File: config.mk
export PLATFORM = sky130hd
export DESIGN_NAME = alu_issue_ctl_flat
export DESIGN_NICKNAME = d
export VERILOG_FILES = /design/src/rtl/alu_pkg.sv /design/src/rtl/alu_issue_ctl_if.sv /design/src/rtl/alu_regfile.sv /design/src/rtl/alu_issue_ctl.sv /design/src/flat_wrapper.sv
export SDC_FILE = /design/constraint.sdc
export NUM_CORES = 1
export LEC_CHECK = 0
export BUFFER_PORTS_ARGS = -buffer_cell sky130_fd_sc_hd__buf_2
export CAP_MARGIN = 40
export CORE_MARGIN = 2
export CORE_UTILIZATION = 40
export CTS_BUF_LIST = sky130_fd_sc_hd__clkbuf_8 sky130_fd_sc_hd__clkbuf_16
export CTS_CLUSTER_SIZE = 16
export DETAILED_ROUTE_END_ITERATION = 7
export PLACE_DENSITY = 0.71
export SYNTH_ARGS = -nofsm -noshare
export SYNTH_HDL_FRONTEND = slang
export SYNTH_SLANG_ARGS = --single-unit
File: constraint.sdc
create_clock -name ck -period 4.7 [get_ports ck]
set_input_delay 0.94 -clock ck [delete_from_list [all_inputs] [get_ports ck]]
set_output_delay 0.94 -clock ck [all_outputs]
set_load 0.05 [all_outputs]
File: src/rtl/alu_pkg.sv
// rtl/alu_pkg.sv - opcode map, opcode classification and ALU latency for the issue stage
package alu_pkg;

    localparam int ALU_LAT = 2;

    typedef enum logic [3:0] {
        OP_ADD = 4'b0000,
        OP_SUB = 4'b0001,
        OP_AND = 4'b1000,
        OP_OR  = 4'b1001,
        OP_XOR = 4'b1010,
        OP_NOT = 4'b1011,
        OP_SHR = 4'b1100,
        OP_SHL = 4'b1101,
        OP_ROR = 4'b1110,
        OP_ROL = 4'b1111
    } alu_op_e;

    function automatic logic is_legal(input logic [3:0] op);
        return (op == OP_ADD) || (op == OP_SUB) || op[3];
    endfunction

    // NOT and the shift/rotate group read only operand A
    function automatic logic is_unary(input logic [3:0] op);
        return op[3] && (op[2] || (op[1] && op[0]));
    endfunction

endpackage

File: src/rtl/alu_issue_ctl_if.sv
// rtl/alu_issue_ctl_if.sv - instruction valid/ready handshake into the issue stage
interface alu_issue_ctl_if #(
    parameter int W  = 8,
    parameter int AW = 2
);
    logic          in_valid;
    logic          in_ready;
    logic          in_ldi;
    logic [3:0]    in_op;
    logic [AW-1:0] in_rd;
    logic [AW-1:0] in_rs1;
    logic [AW-1:0] in_rs2;
    logic [W-1:0]  in_imm;

    modport master (
        output in_valid, in_ldi, in_op, in_rd, in_rs1, in_rs2, in_imm,
        input  in_ready
    );

    modport slave (
        input  in_valid, in_ldi, in_op, in_rd, in_rs1, in_rs2, in_imm,
        output in_ready
    );
endinterface

File: src/rtl/alu_regfile.sv
// rtl/alu_regfile.sv - NREG x W register file, two operand reads, one debug read, one write
module alu_regfile #(
    parameter int W    = 8,
    parameter int NREG = 4,
    parameter int AW   = 2
) (
    input  logic          ck,
    input  logic          rst_n,
    input  logic          i_we,
    input  logic [AW-1:0] i_waddr,
    input  logic [W-1:0]  i_wdata,
    input  logic [AW-1:0] i_raddr_a,
    output logic [W-1:0]  o_rdata_a,
    input  logic [AW-1:0] i_raddr_b,
    output logic [W-1:0]  o_rdata_b,
    input  logic [AW-1:0] i_dbg_addr,
    output logic [W-1:0]  o_dbg_data
);

    logic [W-1:0] r_mem [NREG];

    always_ff @(posedge ck or negedge rst_n) begin
        if (!rst_n) begin
            for (int i = 0; i < NREG; i++) begin
                r_mem[i] <= '0;
            end
        end else if (i_we) begin
            r_mem[i_waddr] <= i_wdata;
        end
    end

    assign o_rdata_a  = r_mem[i_raddr_a];
    assign o_rdata_b  = r_mem[i_raddr_b];
    assign o_dbg_data = r_mem[i_dbg_addr];

endmodule

File: src/rtl/alu_issue_ctl.sv
// rtl/alu_issue_ctl.sv - operand supply, hazard stall/forwarding and write-back for the 2-stage ALU
module alu_issue_ctl
    import alu_pkg::*;
#(
    parameter int W    = 8,
    parameter int NREG = 4,
    parameter int AW   = 2
) (
    input  logic            ck,
    input  logic            rst_n,
    alu_issue_ctl_if.slave  in_if,
    output logic [W-1:0]    alu_a,
    output logic [W-1:0]    alu_b,
    output logic [3:0]      alu_ctr,
    input  logic [W-1:0]    alu_o,
    input  logic [AW-1:0]   dbg_addr,
    output logic [W-1:0]    dbg_data,
    output logic            busy,
    output logic            err
);

    logic          r_s1_v;
    logic          r_s1_ldi;
    logic [AW-1:0] r_s1_rd;
    logic [W-1:0]  r_s1_imm;
    logic          r_s2_v;
    logic          r_s2_ldi;
    logic [AW-1:0] r_s2_rd;
    logic [W-1:0]  r_s2_imm;
    logic          r_err;

    logic          w_legal;
    logic          w_unary;
    logic          w_s1_blocks;
    logic          w_haz_a;
    logic          w_haz_b;
    logic          w_hazard;
    logic          w_accept;
    logic          w_enter;
    logic          w_illegal;
    logic [W-1:0]  w_s2_result;
    logic [W-1:0]  w_rdata_a;
    logic [W-1:0]  w_rdata_b;
    logic [W-1:0]  w_opa;
    logic [W-1:0]  w_opb;

    assign w_legal = is_legal(in_if.in_op);
    assign w_unary = is_unary(in_if.in_op);

    // An LDI in s1 already holds its value, so only an ALU op in s1 forces a stall
    assign w_s1_blocks = r_s1_v && !r_s1_ldi;
    assign w_haz_a     = !in_if.in_ldi && w_legal && w_s1_blocks
                         && (in_if.in_rs1 == r_s1_rd);
    assign w_haz_b     = !in_if.in_ldi && w_legal && !w_unary && w_s1_blocks
                         && (in_if.in_rs2 == r_s1_rd);
    assign w_hazard    = w_haz_a || w_haz_b;

    assign in_if.in_ready = !w_hazard;
    assign w_accept       = in_if.in_valid && !w_hazard;
    assign w_enter        = w_accept && (in_if.in_ldi || w_legal);
    assign w_illegal      = w_accept && !in_if.in_ldi && !w_legal;

    assign w_s2_result = r_s2_ldi ? r_s2_imm : alu_o;

    alu_regfile #(
        .W    (W),
        .NREG (NREG),
        .AW   (AW)
    ) u_regfile (
        .ck         (ck),
        .rst_n      (rst_n),
        .i_we       (r_s2_v),
        .i_waddr    (r_s2_rd),
        .i_wdata    (w_s2_result),
        .i_raddr_a  (in_if.in_rs1),
        .o_rdata_a  (w_rdata_a),
        .i_raddr_b  (in_if.in_rs2),
        .o_rdata_b  (w_rdata_b),
        .i_dbg_addr (dbg_addr),
        .o_dbg_data (dbg_data)
    );

    // Youngest producer wins: s1 (LDI only) before s2 before the regfile
    always_comb begin
        w_opa = w_rdata_a;
        if (r_s1_v && r_s1_ldi && (in_if.in_rs1 == r_s1_rd)) begin
            w_opa = r_s1_imm;
        end else if (r_s2_v && (in_if.in_rs1 == r_s2_rd)) begin
            w_opa = w_s2_result;
        end
    end

    always_comb begin
        w_opb = w_rdata_b;
        if (r_s1_v && r_s1_ldi && (in_if.in_rs2 == r_s1_rd)) begin
            w_opb = r_s1_imm;
        end else if (r_s2_v && (in_if.in_rs2 == r_s2_rd)) begin
            w_opb = w_s2_result;
        end
    end

    assign alu_a   = w_opa;
    assign alu_b   = w_opb;
    assign alu_ctr = in_if.in_op;

    always_ff @(posedge ck or negedge rst_n) begin
        if (!rst_n) begin
            r_s1_v   <= 1'b0;
            r_s1_ldi <= 1'b0;
            r_s1_rd  <= '0;
            r_s1_imm <= '0;
        end else begin
            r_s1_v   <= w_enter;
            r_s1_ldi <= in_if.in_ldi;
            r_s1_rd  <= in_if.in_rd;
            r_s1_imm <= in_if.in_imm;
        end
    end

    always_ff @(posedge ck or negedge rst_n) begin
        if (!rst_n) begin
            r_s2_v   <= 1'b0;
            r_s2_ldi <= 1'b0;
            r_s2_rd  <= '0;
            r_s2_imm <= '0;
        end else begin
            r_s2_v   <= r_s1_v;
            r_s2_ldi <= r_s1_ldi;
            r_s2_rd  <= r_s1_rd;
            r_s2_imm <= r_s1_imm;
        end
    end

    always_ff @(posedge ck or negedge rst_n) begin
        if (!rst_n) begin
            r_err <= 1'b0;
        end else if (w_illegal) begin
            r_err <= 1'b1;
        end
    end

    assign err  = r_err;
    assign busy = r_s1_v || r_s2_v;

endmodule
File: src/flat_wrapper.sv
// flat-port wrapper written by rule: the top's interface ports become plain ports
module alu_issue_ctl_flat import alu_pkg::*;
#(
    parameter int W    = 8,
    parameter int NREG = 4,
    parameter int AW   = 2
)
  (ck, rst_n, alu_a, alu_b, alu_ctr, alu_o, dbg_addr, dbg_data, busy, err, in_if_in_valid, in_if_in_ldi, in_if_in_op, in_if_in_rd, in_if_in_rs1, in_if_in_rs2, in_if_in_imm, in_if_in_ready);
  alu_issue_ctl_if #(.W(W), .AW(AW)) in_if_i ();
  input  logic ck;
  input  logic rst_n;
  output logic [W-1:0] alu_a;
  output logic [W-1:0] alu_b;
  output logic [3:0] alu_ctr;
  input  logic [W-1:0] alu_o;
  input  logic [AW-1:0] dbg_addr;
  output logic [W-1:0] dbg_data;
  output logic busy;
  output logic err;
  input wire logic [$bits(in_if_i.in_valid)-1:0] in_if_in_valid;
  input wire logic [$bits(in_if_i.in_ldi)-1:0] in_if_in_ldi;
  input wire logic [$bits(in_if_i.in_op)-1:0] in_if_in_op;
  input wire logic [$bits(in_if_i.in_rd)-1:0] in_if_in_rd;
  input wire logic [$bits(in_if_i.in_rs1)-1:0] in_if_in_rs1;
  input wire logic [$bits(in_if_i.in_rs2)-1:0] in_if_in_rs2;
  input wire logic [$bits(in_if_i.in_imm)-1:0] in_if_in_imm;
  output wire logic [$bits(in_if_i.in_ready)-1:0] in_if_in_ready;
  assign in_if_i.in_valid = in_if_in_valid;
  assign in_if_i.in_ldi = in_if_in_ldi;
  assign in_if_i.in_op = in_if_in_op;
  assign in_if_i.in_rd = in_if_in_rd;
  assign in_if_i.in_rs1 = in_if_in_rs1;
  assign in_if_i.in_rs2 = in_if_in_rs2;
  assign in_if_i.in_imm = in_if_in_imm;
  assign in_if_in_ready = in_if_i.in_ready;
  alu_issue_ctl #(.W(W), .NREG(NREG), .AW(AW)) u_core (.ck(ck), .rst_n(rst_n), .in_if(in_if_i), .alu_a(alu_a), .alu_b(alu_b), .alu_ctr(alu_ctr), .alu_o(alu_o), .dbg_addr(dbg_addr), .dbg_data(dbg_data), .busy(busy), .err(err));
endmodule
== Word level (Yosys, flattened, before mapping) ==
Cells that the tools add are included.
Operators by class
  mux-type cells: 17
  bitwise gates (word level): 4
  $lt $le $gt $ge: 5
  divide/modulo/power cells: 0
  shift-type cells: 0
  add/subtract/negate cells: 0
  $mul: 0
  reductions and logical operators: 31
  eq/ne operators: 5
Operator list (number)
  8-bit two-way mux: 12
  8-bit binary-select mux with 2-bit select: 3
  32-bit bitwise mux: 1
  1-bit logical AND: 19
  8-bit demux with 2-bit select: 1
  3-bit greater-or-equal comparator, second input constant: 4
  2-bit NOT with 3-bit output: 4
  2-bit == test: 4
  1-bit logical OR: 6
  1-bit logical NOT: 5
  4-bit by 1-bit == test with 1-bit output, second input constant: 1
  4-bit logical NOT: 1
  3-bit by 1-bit < comparator with 1-bit output, second input constant: 1
Word-level totals
  bits in writable memories: 0
  input port bits: 32
  bits in registers: 57
  word-level logic and storage cells: 75
  output and inout port bits: 31
  bits in latches: 0
  memories kept: 0
  ROM bits: 0

== Depth between registers and ports, before layout ==
  depth in word-level cells: 12
  depth in mapped cells: 6
  gate-level depth less buffers: 4

== By module ==
A second synthesis with hierarchy kept.
Second synthesis, totals
  cells, all modules: 216
  area total of the unflattened synthesis: 3070.4 sq um
By module, submodules not included
  alu_regfile: area each 1779.2 sq um, sequential area each 800.8 sq um, cells each 98, times used 1
  alu_issue_ctl: area each 1291.2 sq um, sequential area each 625.6 sq um, cells each 118, times used 1

== Worst setup path before layout ==
No wires, ideal clock.
  path kind: input port to output port
  start point: input in_if_in_rs2[1]
  end point: output alu_b[7]
  stages: 5
  arrival time: 2.569 ns
  buffers on the path: 1
  required time: 3.760 ns
  path slack: 1.191 ns
  cells stage by stage: buf_2 > xnor2_2 > nand3_1 > o21a_1 > a21oi_1
On the way
  longest elaborated chain between the ends: 6
  elaborated cells between the ends (all ways): 10
  classes of those cells: eq/ne (2); mux (5); bitwise (1); reduce/logical (2)
RTL lines
  start, declared: line flat_wrapper.sv:25  | input wire logic [$bits(in_if_i.in_rs2)-1:0] in_if_in_rs2;
  2-bit NOT with 3-bit output (implied by the code): line alu_regfile.sv:33  | assign o_rdata_b = r_mem[i_raddr_b];
  8-bit binary-select mux with 2-bit select: line alu_regfile.sv:33
  8-bit two-way mux (implied by the code) (2 in a row): line alu_regfile.sv:33
  8-bit two-way mux: line alu_issue_ctl.sv:97  | end else if (r_s2_v && (in_if.in_rs2 == r_s2_rd)) begin
  8-bit two-way mux (*): line alu_issue_ctl.sv:95  | if (r_s1_v && r_s1_ldi && (in_if.in_rs2 == r_s1_rd)) begin
  end, declared: line flat_wrapper.sv:13  | output logic [W-1:0] alu_b;
Every way passes the cells marked *; elsewhere a longest branch is shown, timed or not. The select of a mux whose other input is x is not followed.

== Worst setup path after layout ==
  start point: input in_if_in_rs2[0]
  end point: output alu_b[7]
Same word-level chain as after synthesis.

==> flow_summary.json <==
{
  "drt-total-wl_mm": 7.59,
  "dieArea_um2": 8370,
  "p_leak_nw": 1.66,
  "grtUsageTotal": 0.190,
  "clock_latency_ns": 0.34,
  "floorplan.initialDensity": 0.417,
  "yosysUniqueCellTypes": 31,
  "rsz0062_at_grt": "false",
  "synthAdderAreaFrac": 0,
  "post_cts_buffers": 0,
  "hold_viol": 0,
  "relSlewSlack": 0.494,
  "critical-path-slowest-cell": "nand4_1",
  "rr_startpoint": "u_core.r_s2_ldi",
  "worstMarginPinSlew_ns": 0.756,
  "grt.overflow.total": 0,
  "synth-compound-area-share": 0.121,
  "syn_area_per_cell_um2": 11.7,
  "peakVddDrop_uv": 176,
  "dp.cells": 404,
  "cts_sinks": 57,
  "synth_area_leaders": "dfrtp_1 47%, mux4_2 13%, mux4_1 5.2%",
  "yosys_register_bits": 57,
  "grt_pass1_vias": 2432,
  "cpPeakStageDelay_ns": 0.61,
  "synth_top_area_share": 0.466,
  "nets": 348,
  "fin_crit_ns": 3.84,
  "fin_setup_tns_ns": 0,
  "synth_xor_area_frac": 0.0278,
  "die-height_um": 91.5,
  "critical_path_buf_inv_count": 2,
  "antenna_left": 0,
  "clk_pin_slew_ns": 0.06,
  "viasPerCell": 5.55,
  "cpMostUsedCell": "buf_2",
  "synth_top_family_by_area": "multiplexers",
  "fin_worst_skew_ns": 0.00906,
  "pwr_density_cell_nw_per_um2": 494,
  "synth_warnings": 0,
  "syn2layout_area_growth_pct": 19.1,
  "syn_inst": 262,
  "drive_gt1_frac": 0.340,
  "yosysMostFrequentCell": "dfrtp_1",
  "grt_pass1_wl_mm": 12.2,
  "crit_family": "buffers and inverters",
  "yosys.area.top_type": "dfrtp_1",
  "synth_edf_count": 0,
  "synthMuxAreaShare": 0.251,
  "vias": 2332,
  "hp-class": "register to register",
  "cts_max_level": 3,
  "startpoint_type": "input pin",
  "hpwl_mm": 5.26,
  "cts_resized": 0,
  "cts_root_buf": "clkbuf_8",
  "fmax_mhz": 260,
  "slew_viol_final": 0,
  "cts_hold_buf": 0,
  "setup_violations": 0,
  "critical_path_class": "input pin to output port",
  "synth_area_um2": 3060,
  "fin_crit_sh": 0.818,
  "synth_ff_type": "dfrtp_1",
  "gp_congestion": 0.833,
  "die_w_um": 91.5,
  "cap_violations": 0,
  "tritoncts": "yes",
  "hp-start": "u_core.r_s1_imm[1]",
  "path_max_fanout": 12,
  "fin_area_um2": 3650,
  "required_ns": 3.76,
  "crit_chain": "buf_2 > xnor2_1 > nand4_1 > o21a_1 > a21oi_1 > buf_2",
  "antenna_found_initial": 0,
  "synth_fp_nets": 294,
  "startpoint": "in_if_in_rs2[0]",
  "num_rows": 31,
  "drt-wirelength-per-cell_um": 18.1,
  "worstPathArrival_ns": 2.90,
  "status": "completed",
  "cp-end-kind": "output port",
  "cts-buffers-inserted": 9,
  "yosys.area_share.simple": 0.0895,
  "ios": 63,
  "grt_max_degree": 58,
  "ys_async_sr_fraction": 1.00,
  "ys_seq_area_frac": 0.466,
  "drtIter0Drc": 196,
  "dr.pass1.iters": 4,
  "io_buffers": 62,
  "fin_cells": 420,
  "n_antenna_cell": 0,
  "synth_common_cells": "57 x dfrtp_1, 30 x nand2_1, 28 x o21ai_0, 21 x a21oi_1, 20 x nor2_1",
  "core_um2": 7330,
  "placed_area_um2": 3390,
  "route.detailed.drc": 0,
  "clock_path_buffers": 2,
  "fill_cells": 656
}
[power breakdown]
part	internal, W	total, W	switching, W
sequential	0.000560	0.000634	0.0000733
clock	0.000402	0.000599	0.000197
combinational	0.000199	0.000567	0.000368
total	0.00116	0.00180	0.000638
[per-layer routing]
layer | part of all wire | global-route usage
met2 | 0.51 | 0.314
met5 | 0 | 0
met4 | 0.022 | 0.102
met3 | 0.046 | 0.0249
met1 | 0.42 | 0.242
[registers in the layout (all words and copies together), names as in the netlist]
register and flops:
u_core.u_regfile.r_mem 32, u_core.r_s1_imm 8, u_core.r_s2_imm 8, u_core.r_s1_rd 2, u_core.r_s2_rd 2, u_core.err 1, u_core.r_s1_ldi 1, u_core.r_s1_v 1
u_core.r_s2_ldi 1, u_core.r_s2_v 1
[per-stage QoR]
stage | utilization | total power (W) | worst slack (ns) | hold WS (ns)
floorplan | - | 0.00107 | 1.19 | 0.371
global placement | 0.461 | 0.00119 | 0.917 | 0.389
detailed placement | 0.462 | 0.00121 | 0.896 | 0.387
CTS | 0.497 | 0.00181 | 0.895 | 0.402
global route | 0.497 | 0.00187 | 0.762 | 0.415
finish | 0.497 | 0.00180 | 0.856 | 0.395
[placed cells by master, fill, tap and decap left out, drive strengths merged, types with 2 or more instances in the layout]
cell type	count
a21oi	21
buf	64
and3	2
nor2	20
o21a	5
nand4	2
dfrtp	57
nand2	30
bufinv	4
mux2	8
mux4	24
clkbuf	9
a21o	2
mux2i	11
nand3	4
a31oi	6
o22ai	3
nand3b	2
clkinv	2
inv	4
o21ai	28
nor3b	2
xnor2	8
[cell families (layout without fill, tap and decap cells)]
group,Yosys count,after routing
AO/OA/AOI/OAI,67,67
AND/OR/NAND/NOR,63,63
flip-flops,57,57
multiplexers,43,43
buffers and inverters,24,83
XOR/XNOR,8,8
[layout make-up]
class / instances / area, um^2 / share of cell area
well taps: 99 / 124 / 0.0340
flip-flops and latches: 57 / 1430 / 0.391
repair buffers: 64 / 329 / 0.0903
inverters: 3 / 11.3 / 0.00309
clock inverters: 7 / 134 / 0.0367
clock buffers: 9 / 124 / 0.0340
multi-input cells: 181 / 1500 / 0.411
[worst register-to-register path, delay by kind of cell, from the launching register on]
family          cells  cell delay, ns
compound gates      1            0.20
flops               1            0.77
mux                 1            0.64
[worst paths after layout]
kind | depth (start not counted) | slack (ns) | end
max | 6 | 0.86 | alu_b[7]
min | 0 | 0.39 | u_core.r_s2_imm[1]
max reg2reg | 2 | 2.95 | u_core.u_regfile.r_mem[3]
min reg2reg | 0 | 0.39 | u_core.r_s2_imm[1]
max in group asynchronous | 2 | 3.48 | u_core.r_s1_imm[2]
min in group asynchronous | 2 | 0.73 | u_core.r_s1_imm[3]
Note: power is estimated with default switching activity, not from simulation.
